**config.mk**
```make
export PLATFORM = sky130hd
export DESIGN_NAME = uoram_access_scheduler
export DESIGN_NICKNAME = d
export VERILOG_FILES = /design/src/rtl/uoram_access_scheduler.sv
export SDC_FILE = /design/constraint.sdc
export NUM_CORES = 1
export LEC_CHECK = 0
export CORE_MARGIN = 10
export CORE_UTILIZATION = 30
export DETAILED_ROUTE_END_ITERATION = 10
export GPL_ROUTABILITY_DRIVEN = 0
export SETUP_SLACK_MARGIN = 0.4
export SYNTH_ARGS = -nofsm -noshare
export SYNTH_HDL_FRONTEND = slang
export SYNTH_SLANG_ARGS = --single-unit
```
**constraint.sdc**
```tcl
create_clock -name Clock -period 1.94 [get_ports Clock]
set_input_delay 0.194 -clock Clock [delete_from_list [all_inputs] [get_ports Clock]]
set_output_delay 0.194 -clock Clock [all_outputs]
set_load 0.01 [all_outputs]
```
**src/rtl/uoram_access_scheduler.sv**
```systemverilog
// Arbitrates program and posmap requests onto the ORAM backend, then sequences the
// switch / command / data-transfer phases and watches the datapath handshakes.
module uoram_access_scheduler #(
  parameter int FEORAMBChunks = 8,
  parameter int ORAMU         = 32,
  parameter int BECMDWidth    = 3,
  parameter int MaxPMStreak   = 4
) (
  input  logic                  Clock,
  input  logic                  Reset,
  input  logic                  ProgValid,
  output logic                  ProgReady,
  input  logic [BECMDWidth-1:0] ProgCmd,
  input  logic [ORAMU-1:0]      ProgAddr,
  input  logic                  ProgDumb,
  input  logic                  PMValid,
  output logic                  PMReady,
  input  logic                  PMIsEvict,
  input  logic [ORAMU-1:0]      PMAddr,
  output logic                  BECmdValid,
  input  logic                  BECmdReady,
  output logic [BECMDWidth-1:0] BECmd,
  output logic [ORAMU-1:0]      BEAddr,
  output logic                  SwitchReq,
  output logic                  DataBlockReq,
  output logic [BECMDWidth-1:0] Cmd,
  output logic                  DumbRequest,
  input  logic                  StoreDataValid,
  input  logic                  StoreDataReady,
  input  logic                  LoadDataValid,
  input  logic                  LoadDataReady,
  output logic                  Busy,
  output logic                  ProtocolErr
);

  localparam logic [BECMDWidth-1:0] BECMD_Update  = BECMDWidth'(0);
  localparam logic [BECMDWidth-1:0] BECMD_Append  = BECMDWidth'(1);
  localparam logic [BECMDWidth-1:0] BECMD_Read    = BECMDWidth'(2);
  localparam logic [BECMDWidth-1:0] BECMD_ReadRmv = BECMDWidth'(3);

  localparam int CntW    = $clog2(FEORAMBChunks + 1);
  localparam int StreakW = $clog2(MaxPMStreak + 1);
  localparam logic [CntW-1:0]    Chunks    = CntW'(FEORAMBChunks);
  localparam logic [StreakW-1:0] StreakMax = StreakW'(MaxPMStreak);

  typedef enum logic [1:0] {IDLE, SWITCH, CMD, XFER} state_t;

  state_t                state, nextState;
  logic [BECMDWidth-1:0] cmdReg;
  logic [ORAMU-1:0]      addrReg;
  logic                  dataBlockReg, dumbReg;
  logic                  needStore, needLoad;
  logic [CntW-1:0]       storeCnt, loadCnt, storeNext, loadNext, storeReq, loadReq;
  logic [StreakW-1:0]    streak;
  logic                  protoErr;
  logic                  storeHs, loadHs, countsDone, overCount;
  logic                  streakFull, pmWins, progWins, progIsRead, progIsWrite;

  assign storeHs = StoreDataValid && StoreDataReady;
  assign loadHs  = LoadDataValid && LoadDataReady;

  assign storeReq  = needStore ? Chunks : '0;
  assign loadReq   = needLoad ? Chunks : '0;
  assign storeNext = (storeHs && storeCnt != Chunks) ? storeCnt + CntW'(1) : storeCnt;
  assign loadNext  = (loadHs && loadCnt != Chunks) ? loadCnt + CntW'(1) : loadCnt;
  // Includes this cycle's handshake so XFER exits right after the final beat.
  assign countsDone = (storeNext >= storeReq) && (loadNext >= loadReq);
  assign overCount  = (storeHs && storeCnt >= storeReq) || (loadHs && loadCnt >= loadReq);

  // Posmap has priority, except once it has starved a waiting program request long enough.
  assign streakFull = (streak == StreakMax);
  assign pmWins     = PMValid && !(ProgValid && streakFull);
  assign progWins   = ProgValid && !pmWins;

  assign progIsRead  = (ProgCmd == BECMD_Read) || (ProgCmd == BECMD_ReadRmv);
  assign progIsWrite = (ProgCmd == BECMD_Append) || (ProgCmd == BECMD_Update);

  always_comb begin
    nextState = state;
    ProgReady = 1'b0;
    PMReady   = 1'b0;
    case (state)
      IDLE: begin
        ProgReady = progWins;
        PMReady   = pmWins;
        if (pmWins || progWins) nextState = SWITCH;
      end
      SWITCH: nextState = CMD;
      CMD: begin
        if (BECmdReady) nextState = (needStore || needLoad) ? XFER : IDLE;
      end
      XFER: begin
        if (countsDone) nextState = IDLE;
      end
      default: nextState = IDLE;
    endcase
  end

  always_ff @(posedge Clock) begin
    if (!Reset) begin
      state        <= IDLE;
      cmdReg       <= '0;
      addrReg      <= '0;
      dataBlockReg <= 1'b0;
      dumbReg      <= 1'b0;
      needStore    <= 1'b0;
      needLoad     <= 1'b0;
      storeCnt     <= '0;
      loadCnt      <= '0;
      streak       <= '0;
      protoErr     <= 1'b0;
    end else begin
      state <= nextState;
      if (state == IDLE) begin
        if (progWins) begin
          cmdReg       <= ProgCmd;
          addrReg      <= ProgAddr;
          dataBlockReg <= 1'b1;
          dumbReg      <= ProgDumb;
          needStore    <= progIsWrite || (progIsRead && ProgDumb);
          needLoad     <= progIsRead;
        end else if (pmWins) begin
          cmdReg       <= PMIsEvict ? BECMD_Append : BECMD_Read;
          addrReg      <= PMAddr;
          dataBlockReg <= 1'b0;
          dumbReg      <= 1'b0;
          needStore    <= PMIsEvict;
          needLoad     <= !PMIsEvict;
        end
        if (progWins || (pmWins && !ProgValid)) streak <= '0;
        else if (pmWins && !streakFull) streak <= streak + StreakW'(1);
      end
      // Counting starts in SWITCH so data arriving ahead of the command is kept.
      if (state == IDLE || nextState == IDLE) begin
        storeCnt <= '0;
        loadCnt  <= '0;
      end else begin
        storeCnt <= storeNext;
        loadCnt  <= loadNext;
      end
      if ((state == IDLE && (storeHs || loadHs)) ||
          (state != IDLE && overCount) ||
          (BECmdReady && state != CMD))
        protoErr <= 1'b1;
    end
  end

  assign SwitchReq    = (state == SWITCH);
  assign BECmdValid   = (state == CMD);
  assign Busy         = (state != IDLE);
  assign BECmd        = cmdReg;
  assign Cmd          = cmdReg;
  assign BEAddr       = addrReg;
  assign DataBlockReq = dataBlockReg;
  assign DumbRequest  = dumbReg;
  assign ProtocolErr  = protoErr;

endmodule

```
# [Yosys cells after proc, flatten, opt, wreduce, memory -nomap -nowiden]
# Index checks and enable logic that the tools add are counted.
[word_totals] ff_bits=53 input_bits=78 output_inout_bits=46 word_cells=95
[op_classes] n_addsub=3 n_lt_le_gt_ge=4 eq_ne=10 mux=25 bitwise=1 n_reduce_logical=41
[op_table] cell="2-to-1 mux 32 bit" count=2
[op_table] cell=">= comparator 4 bit" count=4
[op_table] cell="logical AND 1 bit" count=16
[op_table] cell="2-to-1 mux 4 bit" count=4
[op_table] cell="2-to-1 mux 3 bit" count=4
[op_table] cell="logical OR 1 bit" count=11
[op_table] cell="2-to-1 mux 2 bit" count=5
[op_table] cell="2-to-1 mux 1 bit" count=9
[op_table] cell="adder 4 x 1 -> 4 bit (second input constant)" count=2
[op_table] cell="!= test 4 bit (second input constant)" count=2
[op_table] cell="case mux 2 bit (4 select lines)" count=1
[op_table] cell="== test 3 x 2 -> 1 bit (second input constant)" count=2
[op_table] cell="nonzero test 2 bit" count=3
[op_table] cell="zero test 1 bit" count=5
[op_table] cell="== test 2 bit (second input constant)" count=2
[op_table] cell="zero test 2 bit" count=2
[op_table] cell="AND reduction 2 bit" count=2
[op_table] cell="adder 3 x 1 -> 3 bit (second input constant)" count=1
[op_table] cell="== test 3 x 1 -> 1 bit (second input constant)" count=1
[op_table] cell="== test 3 bit (second input constant)" count=1
[op_table] cell="zero test 3 bit" count=1
[op_table] cell="== test 2 x 1 -> 1 bit (second input constant)" count=1
[op_table] cell="!= test 2 bit (second input constant)" count=1
[op_table] cell="OR reduction 2 bit" count=1
[op_table] cell="inverter 1 bit" count=1

# [Depth between registers and ports, before layout]
[logic_depth] depth_word=12 ltp_mapped=10 depth_no_buf=9

# [Worst setup path before layout]
# Ideal clock, no wire load.
[synth_timing] path_kind="register -> register" from="register streak[0]" to="register addrReg[2], in the netlist BEAddr[2]" setup_time_ps=116 t_arrival_ps=1608 required_time_ps=1824 setup_slack_ps=216 stages_incl_launch_ff=11 n_path_buf=2 cell_sequence="dfxtp_1 inv_1 ha_1 nand3_1 nand2_1 ha_1 clkbuf_1 buf_1 mux2i_1 nand2_1 o211a_1"
[synth_via] elab_chain_len=8 elab_cells_between_ends=9 classes_between="1 x eq/ne; 1 x mux; 7 x reduce/logical"
[synth_lines] element="start, declared" line_no="54" rtl="logic [StreakW-1:0] streak;"
[synth_lines] element="start signal, assigned" line_no="131" rtl="else if (pmWins && !streakFull) streak <= streak + StreakW'(1);"
[synth_lines] element="== test 3 bit *" line_no="71" rtl="assign streakFull = (streak == StreakMax);"
[synth_lines] element="logical AND 1 bit *" line_no="72" rtl="assign pmWins = PMValid && !(ProgValid && streakFull);"
[synth_lines] element="zero test 1 bit *" line_no="72"
[synth_lines] element="logical AND 1 bit *" line_no="72"
[synth_lines] element="zero test 1 bit *" line_no="73" rtl="assign progWins = ProgValid && !pmWins;"
[synth_lines] element="logical AND 1 bit *" line_no="73"
[synth_lines] element="via progWins" line_no="57" rtl="logic streakFull, pmWins, progWins, progIsRead, progIsWrite;"
[synth_lines] element="nonzero test 2 bit (no line)"
[synth_lines] element="AND reduction 2 bit (no line)"
[synth_lines] element="end signal, assigned" line_no="117" rtl="addrReg <= ProgAddr;"
[synth_lines] element="end signal, assigned" line_no="124" rtl="addrReg <= PMAddr;"
[synth_lines] element="end, declared" line_no="50" rtl="logic [ORAMU-1:0] addrReg;"
# Mark *: on every way through the listed nets, which the timed path passes. The rest lies on a longest branch.
# A chain may end at the register's enable or synchronous reset.

# [Worst setup path after layout]
[layout_timing] from="register loadCnt[0]" to="register storeCnt[3]"
[layout_via] elab_chain_len=10 elab_cells_between_ends=11 classes_between="1 x add/sub; 1 x order compare; 1 x eq/ne; 3 x mux; 5 x reduce/logical"
[layout_lines] element="start, declared" line_no="53" rtl="logic [CntW-1:0] storeCnt, loadCnt, storeNext, loadNext, storeReq, loadReq;"
[layout_lines] element="start signal, assigned" line_no="139" rtl="loadCnt <= loadNext;"
[layout_lines] element="parallel branches: the longest is 2 deep, another holds adder 4 x 1 -> 4 bit"
[layout_lines] element="2-to-1 mux 4 bit *" line_no="65" rtl="assign loadNext = (loadHs && loadCnt != Chunks) ? loadCnt + CntW'(1) : loadCnt;"
[layout_lines] element=">= comparator 4 bit *" line_no="67" rtl="assign countsDone = (storeNext >= storeReq) && (loadNext >= loadReq);"
[layout_lines] element="logical AND 1 bit *" line_no="67"
[layout_lines] element="2-to-1 mux 2 bit *" line_no="93" rtl="if (countsDone) nextState = IDLE;"
[layout_lines] element="case mux 2 bit (4 select lines) *" line_no="82" rtl="case (state)"
[layout_lines] element="zero test 2 bit *" line_no="134" rtl="if (state == IDLE || nextState == IDLE) begin"
[layout_lines] element="logical OR 1 bit *" line_no="134"
[layout_lines] element="OR reduction 2 bit (no line) *"
[layout_lines] element="end signal, assigned" line_no="138" rtl="storeCnt <= storeNext;"
[layout_lines] element="end, declared" line_no="53"
# Every way passes the cells marked *.

==> results.cfg <==
[yosys]
syn_area_um2 = 2790
syn_avg_cell_area_um2 = 9.16
syn_inst = 304
dominantRegCellSynth = dfxtp_1
ys_seq_area_frac = 0.381
yosysUniqueCellTypes = 33
synth_top_cell_by_area = dfxtp_1
synth_area_leaders = dfxtp_1 (38%), mux2i_1 (12%), o211a_1 (12%)
synth_top_cell_area_share = 0.381
synth_fp_nets = 393
synth_edf_count = 0
async_flop_share = 0
yosysWarnings = 0
yosys_register_bits = 53

[sta]
holdWs_ns = 0.465
timing.final.hold_violations = 0
grt_setup_unrepaired = yes
max_slew_margin = 0.801
max_freq_mhz = 579
setup_viol = 0
worst_pin_slew_ns = 0.298
fin_crit_sh = 0.890
fin_skew_ns = 0.00936
finalSetupTns_ns = 0
finalCriticalPeriod_ns = 1.73
slew_violations = 0

[global_route]
antenna_found_initial = 0
grt_pass1_wl_um = 14300
grt_max_degree = 52
grt_pass1_vias = 2810
grt-ovfl-total = 0
grt_use_total = 0.132

[setup_path]
critPathCaptureType = flop
cp.arrival_ns = 1.93
cp_max_fo = 5
worstPathRequired_ns = 2.14
crit_type = reg2reg
cp-start-kind = flop

[clocking]
clockRootBuffer = clkbuf_8
clock_path_buffers = 2
path_clk_slew_ns = 0.10
postCtsHoldBufs = 0
cts_made_buffers = 5
clock-sinks = 53
h-tree-depth = 2
insertion_delay_ns = 0.31
cts_tree = yes

[route]
vias_per_cell = 4.93
wire_per_inst_um = 17.3
drc = 0
drtIter0Drc = 85
drtAntennaViolNets = 0
vias = 2779
drt_wl_total_um = 9740
drt-pass1-iter-count = 4

[floorplan]
fp.dieW_um = 116
start_util = 0.304
die-area_um2 = 13500
pin_count = 124
die_h_um = 116
core.rowCount = 35
core-area_um2 = 9150

[cells_and_area]
synthToLayoutAreaGrowth_pct = 78.9
drive_above_1_share = 0.260
register_area_um2 = 1080
stdcell_count = 564
antenna_cells = 0
multi_input_area_um2 = 1820
fill_cells = 821
final_nets = 541

[power_and_ir_drop]
total_leakage_power_nw = 2.18
ir_drop_mv = 0.397
total_power_mw = 3.41
power.density_nw_per_um2 = 684

[job]
drv_cap = 0

[worst_hold_path]
hold_path.class = reg2reg

[place]
io_buffers = 123
hpwl_um = 6500
dp_cells = 526

[outcome]
status = finished clean
## registers in the layout, summed over array words and instances (netlist names)
signal,flops
streak,3
needStore,1
ProtocolErr,1
needLoad,1
loadCnt,4
storeCnt,4
BECmd,3
DumbRequest,1
BEAddr,32
DataBlockReq,1
state,2
## cell type report
type / count / share of cell area
clock buffers: 5 / 0.0138
clock inverters: 3 / 0.0138
inverters: 13 / 0.0103
multi-input cells: 216 / 0.366
flip-flops and latches: 53 / 0.217
well taps: 111 / 0.0279
repair buffers: 163 / 0.351
## logic make-up (layout without fill, tap and decap cells)
kind of cell             after synthesis  count (layout)  synth area share
AND/OR/NAND/NOR                       92              92             0.164
AO/OA/AOI/OAI                         73              73             0.208
flip-flops                            53              53             0.381
multiplexers                          36              36             0.130
buffers and inverters                 35             184            0.0548
adder cells (fa/ha/maj)               11              11            0.0494
XOR/XNOR                               4               4            0.0126
## worst max-delay path, cell delays in order, from the launching register on
cell and delay, ns:
dfxtp_4 0.39, nand4_1 0.11, xnor2_1 0.17, ha_1 0.31
a21oi_2 0.08, nor4_4 0.29, buf_4 0.21, a21oi_1 0.07
## Yosys cell counts, types with 2 or more instances
master,number
nand2_1,48
buf_1,3
ha_1,11
o21ai_0,6
buf_2,8
o211a_1,34
and2_1,5
nand4_1,2
clkbuf_1,8
mux2_2,2
buf_4,3
inv_1,11
xnor2_1,4
a31oi_1,3
nand3_1,10
inv_2,2
nor3b_1,2
nor2_1,7
dfxtp_1,53
nand2b_1,7
a221oi_2,2
nand3b_1,4
o21ai_1,2
nor2b_1,3
a21boi_0,6
a21oi_1,18
mux2i_1,34
## metrics by stage
| step | util | area (um2) | setup WS, ns |
|---|---|---|---|
| final | 0.544 | 4980 | 0.214 |
| after global routing | 0.544 | 4980 | 0.140 |
| after CTS | 0.511 | 4680 | 0.273 |
| after detailed placement | 0.463 | 4240 | -0.164 |
| after global placement | 0.463 | 4240 | -0.123 |
| after floorplan | - | 2890 | 0.356 |
## per-layer routing
metal,up-vias,GRT usage,routed length (um),part of all wire
li1,1368,-,-,-
met1,1313,0.148,3980,0.41
met2,92,0.217,4620,0.47
met3,6,0.0760,1080,0.11
met4,0,0.0225,61,0.0063
met5,-,0,0,0
## what timing repair did
item / CTS / global route
setup buffers: 14 / 8
gates resized for setup: 49 / 32
pin swaps: 11 / 20
gates cloned: 4 / 4
setup endpoints to repair: 51 / 53
hold endpoints to repair: 0 / 0
## where the power goes
part           internal [mW]  total, mW  switching, mW
Clock                  0.520      0.901          0.381
Sequential              1.21       1.30         0.0819
Combinational          0.686       1.21          0.526
Total                   2.42       3.41          0.990
## final timing paths
path                                  start     endpoint  slack (ns)  cells past startpoint
worst max-delay path             loadCnt[0]  storeCnt[3]        0.21                      7
worst min-delay path            DumbRequest  DumbRequest        0.47                      2
worst max register to register   loadCnt[0]  storeCnt[3]        0.21                      7
worst min register to register  DumbRequest  DumbRequest        0.47                      2
## cell usage in the layout (no fill, tap or decap), types with 3 or more instances in the layout
master           netlist  routed
a21oi_1               18       7
o21ai_0                6       4
xnor2_1                4       3
and2_1                 5       3
nand2b_1               7       6
dlygate4sd2_1          0       7
a21boi_0               6       3
ha_1                  11       5
o211a_1               34      34
nand2_2                1       3
dfxtp_2                0       6
nor2_1                 7       5
buf_16                 0       4
clkdlybuf4s50_1        0     114
inv_2                  2       7
mux2i_2                0       9
a21boi_1               1       4
nand3_1               10       6
nand3_2                0       4
nand3b_1               4       4
buf_12                 0       6
o21ai_1                2       3
dfxtp_1               53      43
a21oi_2                0      11
dfxtp_4                0       4
clkbuf_8               0       5
ha_4                   0       4
mux2i_1               34      25
buf_4                  3      24
nand2_1               48      46
inv_1                 11       5
clkbuf_16              0       4
(Power assumes the default switching activity.)
